[config.mk]
export PLATFORM = sky130hd
export DESIGN_NAME = program_button_ctrl
export DESIGN_NICKNAME = d
export VERILOG_FILES = /design/src/rtl/program_button_ctrl.sv
export SDC_FILE = /design/constraint.sdc
export NUM_CORES = 1
export LEC_CHECK = 0
export BUFFER_PORTS_ARGS = -buffer_cell sky130_fd_sc_hd__buf_2
export CORE_MARGIN = 8
export CORE_UTILIZATION = 66
export DETAILED_ROUTE_END_ITERATION = 10
export PLACE_DENSITY = 0.84
export SLEW_MARGIN = 10
export SYNTH_ARGS = -nofsm -noshare
export SYNTH_HDL_FRONTEND = slang
export SYNTH_SLANG_ARGS = --single-unit
[constraint.sdc]
create_clock -name clk -period 4.5 [get_ports clk]
set_input_delay 0.9 -clock clk [delete_from_list [all_inputs] [get_ports clk]]
set_output_delay 0.9 -clock clk [all_outputs]
set_load 0.02 [all_outputs]
[src/rtl/program_button_ctrl.sv]
// program_button_ctrl
//   Command initiator for the alarm-programming digit counters. Synchronises and
//   debounces the raw up/down buttons, then issues one-cycle add/subtract pulses
//   with auto-repeat while a single button stays held. Conflicting presses and
//   presses made outside program mode are blocked until both buttons are released.
// Ports
//   clk       system clock, all logic on posedge
//   rst       synchronous active-high reset
//   en        program mode active; pulses only while high
//   btn_up    raw up button (asynchronous, active-high)
//   btn_down  raw down button (asynchronous, active-high)
//   add       one-cycle increment command
//   subtract  one-cycle decrement command
//   held      high while a single button is held and auto-repeat is armed/running
module program_button_ctrl #(
  parameter int unsigned DEBOUNCE_CYCLES = 20,
  parameter int unsigned REPEAT_DELAY    = 500,
  parameter int unsigned REPEAT_PERIOD   = 100,
  parameter int unsigned CNT_WIDTH       = 10
) (
  input  logic clk,
  input  logic rst,
  input  logic en,
  input  logic btn_up,
  input  logic btn_down,
  output logic add,
  output logic subtract,
  output logic held
);

  localparam logic [CNT_WIDTH-1:0] DB_LAST    = CNT_WIDTH'(DEBOUNCE_CYCLES - 1);
  localparam logic [CNT_WIDTH-1:0] DELAY_LAST = CNT_WIDTH'(REPEAT_DELAY - 1);
  localparam logic [CNT_WIDTH-1:0] PER_LAST   = CNT_WIDTH'(REPEAT_PERIOD - 1);
  localparam logic [CNT_WIDTH-1:0] CNT_MAX    = {CNT_WIDTH{1'b1}};

  typedef enum logic [2:0] {
    IDLE,
    FIRST,
    REPEAT,
    LOCK,
    WAIT_REL
  } state_t;

  // Index 0 = up, index 1 = down.
  logic [1:0]           raw;
  logic [1:0]           sync1;
  logic [1:0]           sync2;
  logic [1:0]           deb;
  logic [CNT_WIDTH-1:0] db_cnt [2];

  state_t               state;
  state_t               state_next;
  logic [CNT_WIDTH-1:0] timer;
  logic                 dir_up;
  logic                 add_next;
  logic                 sub_next;
  logic                 own;
  logic                 other;

  assign raw = {btn_down, btn_up};

  // Two-flop synchronisers followed by per-button debounce counters.
  always_ff @(posedge clk) begin
    if (rst) begin
      sync1 <= 2'b00;
      sync2 <= 2'b00;
      deb   <= 2'b00;
      for (int i = 0; i < 2; i++) db_cnt[i] <= '0;
    end else begin
      sync1 <= raw;
      sync2 <= sync1;
      for (int i = 0; i < 2; i++) begin
        if (sync2[i] == deb[i]) begin
          db_cnt[i] <= '0;
        end else if (db_cnt[i] == DB_LAST) begin
          deb[i]    <= sync2[i];
          db_cnt[i] <= '0;
        end else if (db_cnt[i] != CNT_MAX) begin
          db_cnt[i] <= db_cnt[i] + CNT_WIDTH'(1);
        end
      end
    end
  end

  // Button that started the current auto-repeat run vs. the other one.
  assign own   = dir_up ? deb[0] : deb[1];
  assign other = dir_up ? deb[1] : deb[0];

  // Next-state and pulse decision.
  always_comb begin
    state_next = state;
    add_next   = 1'b0;
    sub_next   = 1'b0;
    if (!en) begin
      state_next = (|deb) ? WAIT_REL : IDLE;
    end else begin
      case (state)
        IDLE: begin
          if (deb[0] && deb[1]) begin
            state_next = LOCK;
          end else if (deb[0] || deb[1]) begin
            add_next   = deb[0];
            sub_next   = deb[1];
            state_next = FIRST;
          end
        end
        FIRST, REPEAT: begin
          // Own release takes priority so a button swap goes through IDLE.
          if (!own) begin
            state_next = IDLE;
          end else if (other) begin
            state_next = LOCK;
          end else if (timer == ((state == FIRST) ? DELAY_LAST : PER_LAST)) begin
            add_next   = dir_up;
            sub_next   = !dir_up;
            state_next = REPEAT;
          end
        end
        LOCK, WAIT_REL: begin
          if (!(|deb)) state_next = IDLE;
        end
        default: state_next = IDLE;
      endcase
    end
  end

  // State, timer, direction and registered outputs.
  always_ff @(posedge clk) begin
    if (rst) begin
      state    <= IDLE;
      timer    <= '0;
      dir_up   <= 1'b0;
      add      <= 1'b0;
      subtract <= 1'b0;
      held     <= 1'b0;
    end else begin
      state    <= state_next;
      add      <= add_next;
      subtract <= sub_next;
      held     <= (state == FIRST) || (state == REPEAT);
      // Timer restarts on each state change and on every repeat pulse.
      if ((state_next != state) || add_next || sub_next) begin
        timer <= '0;
      end else if (timer != CNT_MAX) begin
        timer <= timer + CNT_WIDTH'(1);
      end
      if ((state == IDLE) && (add_next || sub_next)) begin
        dir_up <= add_next;
      end
    end
  end

endmodule

==> flow_metrics.env <==
export IMPL_cp_max_fo=10
export IMPL_die_w_um=76.5
export IMPL_netlist_instances=244
export IMPL_final_max_slew_viol_count=0
export IMPL_cp_slowest_stage_delay_ns=0.59
export IMPL_synth_seq_cells=43
export IMPL_ctsHoldBuffers=0
export IMPL_synthesis_nets=252
export IMPL_synth_top_family_by_area="simple AND/OR/NAND/NOR gates"
export IMPL_yosysTopAreaCell="edfxtp_1"
export IMPL_fp_row_count=22
export IMPL_synthAdderAreaFrac=0.0197
export IMPL_start_kind="flop"
export IMPL_clockBufferDepth=2
export IMPL_worst_path_most_repeated_cell="or3_1"
export IMPL_die_y_um=76.5
export IMPL_cts_clk_slew_worst_paths_ns=0.12
export IMPL_cts_root_buf="clkbuf_4"
export IMPL_final_layout_size_suffix_gt1_frac=0.127
export IMPL_slew_headroom=0.662
export IMPL_cts_sinks=43
export IMPL_worst_slew_pin_slew_ns=0.506
export IMPL_rrSetupSlack_ns=2.26
export IMPL_diodes=0
export IMPL_coreArea_sq_um=3580
export IMPL_grt_usage=0.150
export IMPL_fill_cells=286
export IMPL_fin_crit_sh=0.499
export IMPL_grt_overflow=0
export IMPL_numCtsBuffers=5
export IMPL_clock_latency_ns=0.35
export IMPL_finalCriticalPeriod_ns=2.24
export IMPL_rsz0062_at_grt="false"
export IMPL_max_freq_mhz=446
export IMPL_outcome="complete, no violations"
export IMPL_ir_drop_v=0.000182
export IMPL_yosysWarnings=0
export IMPL_regArea_sq_um=1060
export IMPL_final_common_cell="nor2_1"
export IMPL_path_class="flop to flop"
export IMPL_synthArstFlopShare=0
export IMPL_fin_hold_ws_ns=0.453
export IMPL_synth_simple_gate_area_share=0.311
export IMPL_firstDrtPassIters=4
export IMPL_r2r_cells=4
export IMPL_muxShareOfSynthArea=0.0357
export IMPL_first_global_vias=1698
export IMPL_finalSetupTns_ns=0
export IMPL_dr_total_vias=1765
export IMPL_cpMaxStageDelayCell="or3_1"
export IMPL_die_area_sq_um=5860
export IMPL_drtIter0Drc=84
export IMPL_ys_flop_type="dfxtp_1"
export IMPL_grt_max_degree=18
export IMPL_cts_resized=0
export IMPL_required_ns=4.55
export IMPL_grt_pass1_wl_um=7360
export IMPL_finalSetupViolations=0
export IMPL_synth_top_area_share=0.248
export IMPL_powerDensity_nw_per_um2=245
export IMPL_hp_class="flop to flop"
export IMPL_cellLeakagePower_nw=0.887
export IMPL_antenna_found_initial=0
export IMPL_avgSynthCellArea_sq_um=9.91
export IMPL_yosysSeqAreaShare=0.439
export IMPL_ant_nets=0
export IMPL_syn_to_final_growth_pct=3.88
export IMPL_synth_compound_gate_area_share=0.0890
export IMPL_final_hold_violation_count=0
export IMPL_syn_area_sq_um=2420
export IMPL_multi_input_area_sq_um=1290
export IMPL_synth_edf_count=20
export IMPL_worstPathArrival_ns=2.29
export IMPL_hold_depth=1
export IMPL_clock_skew_ns=0.0106
export IMPL_htree_levels=2
export IMPL_hpwl_um=2900
export IMPL_synth_xor_area_frac=0.0797
export IMPL_worstPathCellList="ha_1 > and4_1 > or3_1 > or3_1"
export IMPL_wire_per_inst_um=13.8
export IMPL_tritoncts="done"
export IMPL_final_nets=258
export IMPL_post_cts_buffers=0
export IMPL_start_util=0.676
export IMPL_vias_per_cell=5.90
export IMPL_wl_um=4130
export IMPL_ys_types=50
export IMPL_globalplace_congestion=0.842
export IMPL_cap_violations=0
export IMPL_end_kind="flop"
export IMPL_ios=8
export IMPL_mostFrequentLayoutCells="30 x nor2_1, 23 x dfxtp_1, 20 x edfxtp_1"
export IMPL_portBuffers=7
export IMPL_drt_drc_violations_left=0
export IMPL_synth_area_top_cells="edfxtp_1 25%, dfxtp_1 19%, nor2_1 4.7%, xnor2_1 4.0%, xor2_1 4.0%"
[cells by family (layout without fill, tap and decap cells)]
logic type,after synthesis,in the layout
xor+xnor,22,22
buf+inv,11,18
mux,7,7
compound gates,26,26
simple gates,131,131
fa+ha+maj,4,4
flops,43,43
[cell usage after synthesis, drive strengths merged, types with 2 or more instances]
library cell / number
o21ai: 5
nand3b: 2
nor2b: 7
ha: 3
nor2: 30
nand4b: 2
nand4: 4
and3: 3
clkbuf: 3
dfxtp: 23
or3: 5
a21oi: 3
inv: 3
a31oi: 2
nor3: 17
nand2: 18
mux2: 3
buf: 5
edfxtp: 20
nand3: 15
and2: 3
nor4b: 2
xnor2: 11
and4: 5
xor2: 11
mux2i: 4
nand2b: 7
o21bai: 3
nor4: 7
o211ai: 5
or2: 2
[registers in the layout (all words and copies together) (netlist names)]
register and flops:
add 1, db_cnt 20, deb 2, dir_up 1, held 1, state 3
subtract 1, sync1 2, sync2 2, timer 10
[final cells by class]
| cell class | instances | share of cell area |
|---|---|---|
| multi-input cells | 190 | 0.515 |
| flip-flops and latches | 43 | 0.422 |
| well taps | 48 | 0.0239 |
| inverters | 3 | 0.00448 |
| repair buffers | 7 | 0.0139 |
| clock buffers | 7 | 0.0179 |
| clock inverters | 1 | 0.00199 |
[critical path, delay by kind of cell, from the launching register on]
kind / cells / cell delay [ns]
adders and majority gates: 1 / 0.28
DFF: 1 / 0.44
and+or+nand+nor: 3 / 1.22
[where the power goes]
| group | switching, W | internal (W) |
|---|---|---|
| clock | 0.000120 | 0.0000611 |
| sequential | 0.00000348 | 0.000410 |
| combinational | 0.0000114 | 0.00000886 |
[path summary, 6_finish.rpt]
path | from | to
max | db_cnt[0][0]$_SDFFCE_PN0P_ | db_cnt[0][0]$_SDFFCE_PN0P_
min | sync1[0]$_SDFF_PP0_ | sync2[0]$_SDFF_PP0_
max reg2reg | db_cnt[0][0]$_SDFFCE_PN0P_ | db_cnt[0][0]$_SDFFCE_PN0P_
min reg2reg | sync1[0]$_SDFF_PP0_ | sync2[0]$_SDFF_PP0_
[per-layer routing]
layer | share of wire | track usage | routed length, um | up-vias
met5 | 0 | 0 | 0 | -
met4 | 0.016 | 0.0673 | 68 | 0
met2 | 0.48 | 0.248 | 2000 | 39
li1 | - | - | - | 907
met1 | 0.46 | 0.177 | 1910 | 812
met3 | 0.036 | 0.0413 | 150 | 7
[stage by stage]
stage          total power, W  setup slack, ns   util  cell area [sq um]  cells
6_report             0.000615             2.26  0.702               2510    299
4_1_cts              0.000623             2.25  0.702               2510    299
3_3_place_gp         0.000442             2.07  0.688               2460    291
5_1_grt              0.000640             2.14  0.702               2510    299
2_1_floorplan        0.000436             2.35      -               2420    244
3_5_place_dp         0.000442             2.03  0.688               2460    291
Note: power is estimated with default switching activity, not from simulation.
